## src/rtl/axppa_mon_pkg.sv

```systemverilog
// Shared definitions for the approximate-adder error monitor.
// Holds the monitor FSM state encoding and the default widths used by the
// top level and the error-distance pipe.
package axppa_mon_pkg;

  typedef enum logic [1:0] {
    IDLE   = 2'd0,
    RUN    = 2'd1,
    DRAIN  = 2'd2,
    REPORT = 2'd3
  } state_e;

  localparam int DEF_WIDTH = 16;
  localparam int DEF_CNT_W = 32;
  localparam int DEF_ACC_W = 48;

endpackage

```

## src/rtl/ed_calc.sv

```systemverilog
// Two-stage error-distance pipe.
// Stage 1 registers the exact sum (a + b + cin, truncated to WIDTH bits) next
// to the approximate sum. Stage 2 registers |exact - approx|, computed in
// WIDTH+1 bits so the sign is visible, with no wrap-around correction.
// Ports:
//   clk, rst        clock, synchronous active-high reset
//   i_vld           sample accepted this cycle
//   i_a, i_b, i_cin operands and carry-in
//   i_sum           approximate sum under test
//   s1_vld          stage 1 holds a sample
//   o_vld, o_ed     stage 2 holds a sample / its error distance
module ed_calc
  import axppa_mon_pkg::*;
#(
  parameter int WIDTH = DEF_WIDTH
) (
  input  logic             clk,
  input  logic             rst,
  input  logic             i_vld,
  input  logic [WIDTH-1:0] i_a,
  input  logic [WIDTH-1:0] i_b,
  input  logic             i_cin,
  input  logic [WIDTH-1:0] i_sum,
  output logic             s1_vld,
  output logic             o_vld,
  output logic [WIDTH-1:0] o_ed
);

  logic             vld1_q, vld1_d;
  logic [WIDTH-1:0] exact_q, exact_d;
  logic [WIDTH-1:0] apx_q, apx_d;
  logic             vld2_q, vld2_d;
  logic [WIDTH-1:0] ed_q, ed_d;
  logic [WIDTH:0]   diff;

  always_comb begin
    vld1_d  = i_vld;
    exact_d = i_a + i_b + WIDTH'(i_cin);
    apx_d   = i_sum;
    // Signed difference in WIDTH+1 bits; negate when exact < approx.
    diff    = {1'b0, exact_q} - {1'b0, apx_q};
    vld2_d  = vld1_q;
    ed_d    = diff[WIDTH] ? (~diff[WIDTH-1:0] + WIDTH'(1)) : diff[WIDTH-1:0];
  end

  always_ff @(posedge clk) begin
    if (rst) begin
      vld1_q  <= 1'b0;
      exact_q <= '0;
      apx_q   <= '0;
      vld2_q  <= 1'b0;
      ed_q    <= '0;
    end else begin
      vld1_q  <= vld1_d;
      exact_q <= exact_d;
      apx_q   <= apx_d;
      vld2_q  <= vld2_d;
      ed_q    <= ed_d;
    end
  end

  assign s1_vld = vld1_q;
  assign o_vld  = vld2_q;
  assign o_ed   = ed_q;

endmodule

```

## src/rtl/approx_adder_error_monitor.sv

```systemverilog
// Error monitor for approximate adders.
// Accepts (a, b, cin, approx_sum) tuples over a window of win_len samples,
// computes the exact sum and error distance (ED) in a 2-stage pipe, and
// accumulates sample count, error count, saturating ED sum and max ED. The
// finished report is presented through a valid/ready handshake and is kept
// on rpt_* afterwards until reset or the next accepted start.
// Ports:
//   clk, rst              clock, synchronous active-high reset
//   start, win_len        open a window (IDLE only), window length
//   in_valid/in_ready     sample handshake; in_a, in_b, in_cin, in_sum
//   busy                  FSM is not in IDLE
//   rpt_valid/rpt_ready   report handshake
//   rpt_samples, rpt_err_count, rpt_sum_ed, rpt_max_ed   report fields
module approx_adder_error_monitor
  import axppa_mon_pkg::*;
#(
  parameter int WIDTH = DEF_WIDTH,
  parameter int CNT_W = DEF_CNT_W,
  parameter int ACC_W = DEF_ACC_W
) (
  input  logic             clk,
  input  logic             rst,
  input  logic             start,
  input  logic [CNT_W-1:0] win_len,
  input  logic             in_valid,
  output logic             in_ready,
  input  logic [WIDTH-1:0] in_a,
  input  logic [WIDTH-1:0] in_b,
  input  logic             in_cin,
  input  logic [WIDTH-1:0] in_sum,
  output logic             busy,
  output logic             rpt_valid,
  input  logic             rpt_ready,
  output logic [CNT_W-1:0] rpt_samples,
  output logic [CNT_W-1:0] rpt_err_count,
  output logic [ACC_W-1:0] rpt_sum_ed,
  output logic [WIDTH-1:0] rpt_max_ed
);

  state_e           state_q, state_d;
  logic [CNT_W-1:0] win_len_q, win_len_d;
  logic [CNT_W-1:0] acc_q, acc_d;        // samples accepted in this window
  logic [CNT_W-1:0] samples_q, samples_d;
  logic [CNT_W-1:0] err_q, err_d;
  logic [ACC_W-1:0] sum_q, sum_d;
  logic [WIDTH-1:0] max_q, max_d;
  logic [CNT_W-1:0] r_samples_q, r_samples_d;
  logic [CNT_W-1:0] r_err_q, r_err_d;
  logic [ACC_W-1:0] r_sum_q, r_sum_d;
  logic [WIDTH-1:0] r_max_q, r_max_d;
  logic             rpt_valid_q, rpt_valid_d;
  logic             busy_q, busy_d;
  logic             in_ready_q, in_ready_d;

  logic             accept;
  logic             s1_vld, ed_vld;
  logic [WIDTH-1:0] ed;
  logic [ACC_W:0]   sum_ext;

  assign accept = in_valid && in_ready_q;

  ed_calc #(.WIDTH(WIDTH)) u_ed_calc (
    .clk    (clk),
    .rst    (rst),
    .i_vld  (accept),
    .i_a    (in_a),
    .i_b    (in_b),
    .i_cin  (in_cin),
    .i_sum  (in_sum),
    .s1_vld (s1_vld),
    .o_vld  (ed_vld),
    .o_ed   (ed)
  );

  always_comb begin
    state_d     = state_q;
    win_len_d   = win_len_q;
    acc_d       = acc_q;
    samples_d   = samples_q;
    err_d       = err_q;
    sum_d       = sum_q;
    max_d       = max_q;
    r_samples_d = r_samples_q;
    r_err_d     = r_err_q;
    r_sum_d     = r_sum_q;
    r_max_d     = r_max_q;
    rpt_valid_d = rpt_valid_q;
    sum_ext     = {1'b0, sum_q} + (ACC_W+1)'(ed);

    // Statistics follow the pipe output regardless of state; the pipe is
    // only fed in RUN and is empty again before REPORT.
    if (ed_vld) begin
      samples_d = samples_q + CNT_W'(1);
      if (ed != '0) err_d = err_q + CNT_W'(1);
      sum_d = sum_ext[ACC_W] ? '1 : sum_ext[ACC_W-1:0];
      if (ed > max_q) max_d = ed;
    end

    case (state_q)
      IDLE: begin
        if (start) begin
          win_len_d   = win_len;
          acc_d       = '0;
          samples_d   = '0;
          err_d       = '0;
          sum_d       = '0;
          max_d       = '0;
          r_samples_d = '0;
          r_err_d     = '0;
          r_sum_d     = '0;
          r_max_d     = '0;
          state_d     = (win_len == '0) ? DRAIN : RUN;
        end
      end
      RUN: begin
        if (accept) begin
          acc_d = acc_q + CNT_W'(1);
          if (acc_d == win_len_q) state_d = DRAIN;
        end
      end
      DRAIN: begin
        // Both stages empty means the last sample has already been folded
        // into the statistics registers.
        if (!s1_vld && !ed_vld) begin
          state_d     = REPORT;
          r_samples_d = samples_q;
          r_err_d     = err_q;
          r_sum_d     = sum_q;
          r_max_d     = max_q;
          rpt_valid_d = 1'b1;
        end
      end
      REPORT: begin
        if (rpt_ready) begin
          state_d     = IDLE;
          rpt_valid_d = 1'b0;
        end
      end
      default: state_d = IDLE;
    endcase

    busy_d     = (state_d != IDLE);
    in_ready_d = (state_d == RUN) && (acc_d < win_len_d);
  end

  always_ff @(posedge clk) begin
    if (rst) begin
      state_q     <= IDLE;
      win_len_q   <= '0;
      acc_q       <= '0;
      samples_q   <= '0;
      err_q       <= '0;
      sum_q       <= '0;
      max_q       <= '0;
      r_samples_q <= '0;
      r_err_q     <= '0;
      r_sum_q     <= '0;
      r_max_q     <= '0;
      rpt_valid_q <= 1'b0;
      busy_q      <= 1'b0;
      in_ready_q  <= 1'b0;
    end else begin
      state_q     <= state_d;
      win_len_q   <= win_len_d;
      acc_q       <= acc_d;
      samples_q   <= samples_d;
      err_q       <= err_d;
      sum_q       <= sum_d;
      max_q       <= max_d;
      r_samples_q <= r_samples_d;
      r_err_q     <= r_err_d;
      r_sum_q     <= r_sum_d;
      r_max_q     <= r_max_d;
      rpt_valid_q <= rpt_valid_d;
      busy_q      <= busy_d;
      in_ready_q  <= in_ready_d;
    end
  end

  assign in_ready      = in_ready_q;
  assign busy          = busy_q;
  assign rpt_valid     = rpt_valid_q;
  assign rpt_samples   = r_samples_q;
  assign rpt_err_count = r_err_q;
  assign rpt_sum_ed    = r_sum_q;
  assign rpt_max_ed    = r_max_q;

endmodule

```

## config.mk

```make
export PLATFORM = sky130hd
export DESIGN_NAME = approx_adder_error_monitor
export DESIGN_NICKNAME = d
export VERILOG_FILES = /design/src/rtl/axppa_mon_pkg.sv /design/src/rtl/ed_calc.sv /design/src/rtl/approx_adder_error_monitor.sv
export SDC_FILE = /design/constraint.sdc
export NUM_CORES = 1
export LEC_CHECK = 0
export CAP_MARGIN = 20
export CORE_ASPECT_RATIO = 0.5
export CORE_MARGIN = 1
export CORE_UTILIZATION = 45
export CTS_BUF_LIST = sky130_fd_sc_hd__clkbuf_8 sky130_fd_sc_hd__clkbuf_16
export DETAILED_ROUTE_END_ITERATION = 8
export PLACE_DENSITY = 0.76
export SETUP_SLACK_MARGIN = 0.15
export SLEW_MARGIN = 20
export SYNTH_ARGS = -nofsm -noshare
export SYNTH_HDL_FRONTEND = slang
export SYNTH_HIERARCHICAL = 1
export SYNTH_SLANG_ARGS = --single-unit
```

## constraint.sdc

```tcl
create_clock -name clk -period 4.9 [get_ports clk]
set_input_delay 1.47 -clock clk [delete_from_list [all_inputs] [get_ports clk]]
set_output_delay 1.47 -clock clk [all_outputs]
set_load 0.02 [all_outputs]
```

Word level (Yosys, flattened, before mapping)

Index checks and enable logic that the tools add are counted.

Input bits: 86
Output and inout port bits: 131
Word-level logic and storage cells: 93
Register bits after elaboration: 375

Reductions and logical operators: 13
Bitwise logic cells: 1
Equality and inequality tests: 8
Mux-type cells: 42
Order comparisons: 2
Add/sub/neg operators: 8

Operator list:

| kind                                          | count |
|---|---|
| two-way mux 32 bit                            | 14 |
| two-way mux 48 bit                            | 6 |
| one-hot mux 32 bit (2 select lines)           | 3 |
| two-way mux 16 bit                            | 7 |
| adder 32 x 1 -> 32 bit, second input constant | 3 |
| one-hot mux 48 bit (2 select lines)           | 1 |
| adder 48 x 16 -> 49 bit                       | 1 |
| == test 32 bit                                | 1 |
| zero test 32 bit                              | 1 |
| less-than comparator 32 bit                   | 1 |
| one-hot mux 16 bit (2 select lines)           | 1 |
| subtractor 16 x 16 -> 17 bit                  | 1 |
| adder 16 x 1 -> 16 bit                        | 1 |
| adder 16 x 1 -> 16 bit, second input constant | 1 |
| adder 16 bit                                  | 1 |
| > comparator 16 bit                           | 1 |
| NOT 16 bit                                    | 1 |
| nonzero test 16 bit                           | 1 |
| two-way mux 2 bit                             | 6 |
| one-hot mux 2 bit (4 select lines)            | 1 |
| inequality test 2 bit, second input constant  | 3 |
| AND reduction 3 bit                           | 2 |
| nonzero test 2 bit                            | 3 |
| == test 2 x 1 -> 1 bit, second input constant | 2 |
| other kinds (6)                               | 11 |

Longest topological paths before layout

Depth in word-level cells: 7
Mapped depth: 18
Depth with buffers taken out: 17

Hierarchy

The synthesis kept the hierarchy.

Modules (own cells, without submodules):

| module                     | cells an instance | area an instance (µm²) | sequential area each (µm²) | times used |
|---|---|---|---|---|
| approx_adder_error_monitor | 1,969             | 16,060.4               | 6,506.2                    | 1 |
| ed_calc                    | 387               | 3,333.2                | 1,001.0                    | 1 |

Worst setup path before layout

Ideal clock, no wire load.

Path kind: input port to flip-flop
Start: input port in_valid
End: register in_ready_q, in the netlist in_ready
Cell stages on the path: 16
Setup time: 0.061 ns
Path buffers: 1
Slack: 0.898 ns
Arrival time: 3.941 ns
Required time: 4.839 ns
Cell sequence: nand2_1 inv_1 nand2_1 nor2_1 nor2_1 clkbuf_1 o21ai_0 o31ai_1 ha_1 nor2b_1 o21ai_0 a21oi_1 o21a_1 o21a_1 o31ai_1 and4_1

Word-level cells in the longest chain between the ends: 5
Elaborated cells between the ends (all ways): 8
Classes of those cells: order compare: 1; eq/ne: 1; mux: 4; reduce/logical: 2

Ends and longest elaborated chain:

| element                             | RTL line                          | text |
|---|---|---|
| from (decl)                         | approx_adder_error_monitor.sv:25  | `input logic in_valid,` |
| logical AND 1 bit                   | approx_adder_error_monitor.sv:60  | `assign accept = in_valid && in_ready_q;` |
| net accept                          | approx_adder_error_monitor.sv:55  | `logic accept;` |
| two-way mux 32 bit                  | approx_adder_error_monitor.sv:116 | `if (accept) begin` |
| one-hot mux 32 bit (2 select lines) | approx_adder_error_monitor.sv:99  | `case (state_q)` |
| net acc_d[18]                       | approx_adder_error_monitor.sv:42  | `logic [CNT_W-1:0] acc_q, acc_d;` |
| less-than comparator 32 bit         | approx_adder_error_monitor.sv:143 | `in_ready_d = (state_d == RUN) && (acc_d < win_len_d);` |
| logical AND 1 bit                   | approx_adder_error_monitor.sv:143 |  |
| to (signal assigned)                | approx_adder_error_monitor.sv:176 | `in_ready_q <= in_ready_d;` |
| to (decl)                           | approx_adder_error_monitor.sv:53  | `logic in_ready_q, in_ready_d;` |

The timed path passes the listed nets, and every way through them passes these cells.
A chain may end at the register's enable or synchronous reset.

Final worst setup path

Ends and elaborated chain as after synthesis.

==> metrics list <==
- For this run, design rule violations remaining after detail routing come to 0.
- Peak per-stage delay on the critical path: approximately 440 ps
- Data on the critical path is required at its endpoint by 5390 ps.
* Average wire per cell in the routed design: around 17 microns
* Total Routing Usage GR: 0.233
- Of the synthesized area, sequential elements account for 0.387.
- Pin placement for this block handled ~220 I/O pins.
- Share of layout cells above drive strength 1: 0.0488
- After clock tree synthesis, the clock-pin slew on the worst setup and hold paths is 80 ps.
- After the last flow step, the layout net total stands at 2706.
- The core region is ~42000 sq um.
- From synthesis to final layout, the design area changed by 20.4%.
- Arrival time at the worst endpoint: roughly 4700 ps
- IR analysis of the VDD net gives a maximum drop of roughly 200 uV.
- Clock tree synthesis inserted a total of 36 buffers.
- Global routing finished with a remaining overflow of 0.
- In this run the worst hold path is classified as reg -> reg.
- The multi-input combinational cells in the finished layout cover a total of 11200 sq um.
- On the final layout, the worst clock skew is 19.9 ps.
* Max_slew headroom: 0.340
- Grt met3 use: 0.0350
- The tree is rooted in a sky130_fd_sc_hd__clkbuf_16.
- Via density: 5.61
- The clock drives between 300 and 400 sinks.
- Number of antenna violations at the first check in global routing: 0
* Max capacitance violation total: 0
- Summed over all layers, the routed wires come to 52200 microns.
- Area enclosed by the die boundary: ~44000 sq um
* Number of cells in the finished layout apart from fillers: 3120
- Of all flip-flops after synthesis, the portion carrying an async set or reset was 0.
- Leading cell type in the layout, fill and taps excluded: sky130_fd_sc_hd__dfxtp_1
- At the end of routability-driven placement, the weighted congestion stood at 0.942.
- The die is between 100 and 150 microns tall.
- RSZ-0062 raised after global routing: no
- Along the worst path, the maximum fanout reaches 4.
- Detail Route Antenna Nets: 0
- STA classifies the critical path endpoint as a register.
* CTS tree: done
* Leakage power: 0.00864 uW
* Source of the critical timing path: in_valid
- After global routing, the most crowded layer is met2.
- In this run the tool buffered the top-level ports with approximately 220 buffer cells.
- Maximum level of the CTS H-tree: 2
- Synth Instances: around 2400
* Post-CTS setup-driven buffer insertion count: 0
- Final setup violation count: 0
- For this run, the leading register cell type out of synthesis is sky130_fd_sc_hd__dfxtp_1.
- Across the whole layout, storage elements account for between 7000 and 8000 sq um.
- Post-Synthesis Cell Area: between 15000 and 20000 sq um
- Cts hold-fix bufs: 0
- The via count of the first global-routing pass was 16572.
- Placed Cells: ~3000
- In the post-synthesis netlist, the biggest area contributors are sky130_fd_sc_hd__dfxtp_1 (39%), sky130_fd_sc_hd__a21oi_1 (6.3%), sky130_fd_sc_hd__ha_1 (6.3%).
- Post-Synthesis Mean Instance Area: around 8.2 sq um
- In this design, the critical path's most frequently occurring cell is sky130_fd_sc_hd__a21oi_1.
- The floorplan step set the die width to 296 microns.
- EDFF count, synth: 0
- For met1 alone, demand over resource in global routing was 0.304.
- Synthesis instantiated around 80 different standard cells from the library.
* Most used cells in the layout excluding fill and tap cells: sky130_fd_sc_hd__dfxtp_1 (375), sky130_fd_sc_hd__a21oi_1 (244), sky130_fd_sc_hd__nand2_1 (242), sky130_fd_sc_hd__clkdlybuf4s50_1 (215), sky130_fd_sc_hd__nor2_1 (203)
* Maximum number of pins on one net before global-route repair: approximately 130
* Net Count, Synth: roughly 2500
- Share of the clock period used by the worst path: 0.868
- Detailed placement finished with a half-perimeter wire length of 37600 microns.
* Clock tree buffer depth: 3
- In this run, the number of DRC markers left after iteration 0 of detailed routing was 1246.
- Result of the run: completed
- Least-Margin Pin Slew: 990 ps
- First-pass GRT wire length: approximately 84000 microns
* Critical hold path startpoint: rpt_sum_ed[46]$_SDFFE_PP0P_
- In this run the power density over the cells is roughly 320 nW/um^2.
- Vias post-DR: 17495
- Among all stages on the critical path, the largest delay is contributed by sky130_fd_sc_hd__clkdlybuf4s50_1.
* Share of the synthesized area in the top cell type: 0.387
- The biggest area contributor in the post-synthesis netlist is sky130_fd_sc_hd__dfxtp_1.
- Effective utilization at floorplan: 0.459
- Before antenna repair, the detailed router went through 5 iterations.
- For the worst-skew pair, the clock arrives at the later sink with an insertion delay of between 500 and 600 ps.
* Number of synthesized register bits: 375
- Number of pins with negative max-slew slack in the final report: 0
* Startpoint of the worst register-to-register path: acc_q[0]$_SDFF_PP0_
* Minimum clock period after layout: 4250 ps
- Ant. Diodes: 0
- Total number of yosys warnings: 6
- Cell Chain, Critical Path: clkdlybuf4s50_1 -> nand2_1 -> inv_1 -> nand2_1 -> nor2_1 -> nor2_1 -> buf_4 -> a21oi_1 -> o21ai_0 -> ha_1 -> a21oi_1 -> nor2b_1 -> o21ai_0 -> a21oi_1 -> o21ai_0 -> a21oi_1 -> o31ai_1 -> and4_1
- Cts repair resizes: 0
* FMAX: roughly 240 MHz
- Final Hold Fails: 0
* Worst Setup Start Kind: input port
- The setup path with the least slack is of type in -> reg.
* Global-route met2 utilization: 0.391
* Final TNS setup: 0 ps
- Core Rows: 53
* Filler cells: between 3000 and 4000
==> per-stage QoR <==
step	power, uW	setup slack [ps]	hold slack [ps]	cell area, sq um	util
after global placement	4710	297	438	22100	0.524
after floorplan	4340	898	439	19400	-
after global routing	7930	430	473	23300	0.553
after CTS	7610	751	452	23300	0.553
after detailed placement	4740	213	445	22100	0.524
final	7580	645	450	23300	0.553
==> worst max-delay path: cells and delay by family <==
kind                       cells  cell delay [ps]
AOI/OAI and AO/OA              8             1300
and+or+nand+nor                6              970
buffers and inverters          3              700
adders and majority gates      1              300
==> kinds of logic after synthesis <==
family / share of synthesized area
compound gates: 0.165
buf+inv: 0.0385
fa+ha+maj: 0.0667
simple gates: 0.244
mux: 0.0275
xor+xnor: 0.0713
flops: 0.387
==> metal layers <==
metal,up-vias,share of wire,routed length (microns)
met2,457,0.47,24500
met5,-,0,0
met4,0,0.033,1710
li1,8663,-,-
met1,8268,0.44,23200
met3,107,0.053,2760
==> flip-flops by register name, indices dropped and copies added (netlist names), 32 cells and up <==
| name | count |
|---|---|
| samples_q | 32 |
| win_len_q | 32 |
| rpt_sum_ed | 48 |
| rpt_err_count | 32 |
| acc_q | 32 |
| err_q | 32 |
| sum_q | 48 |
| rpt_samples | 32 |
==> worst paths after layout <==
path,to,slack [ps],cells past startpoint
worst max-delay path,in_ready$_SDFF_PP0_,650,18
worst min-delay path,rpt_sum_ed[46]$_SDFFE_PP0P_,450,2
worst max register to register,in_ready$_SDFF_PP0_,940,15
worst min register to register,rpt_sum_ed[46]$_SDFFE_PP0P_,450,2
==> report_power, final <==
group	internal (uW)	switching (uW)	total [uW]
Clock	1650	1230	2880
Combinational	606	821	1430
Sequential	3150	118	3270
==> cells in the mapped netlist, drive strengths merged, types with 25 or more instances <==
master and instances:
dfxtp 375, a21oi 245, nand2 242, nor2 205, nand3 201, o21ai 115, ha 97, clkbuf 94
xor2 83, xnor2 74, nor2b 65, inv 64, mux2i 51, nand4 40, nor3 37, buf 31
and3 30, a21o 27, nor4 27, or3 26, o31ai 25
==> layout make-up <==
| type | count | share of cell area |
|---|---|---|
| Clock buffer | 42 | 0.0421 |
| Clock inverter | 20 | 0.00938 |
| Multi-Input combinational cell | 1792 | 0.479 |
| Timing Repair Buffer | 250 | 0.107 |
| Sequential cell | 375 | 0.322 |
| Tap cell | 577 | 0.0309 |
| Inverter | 64 | 0.0103 |
No activity file was read; power rests on OpenSTA's default activity.
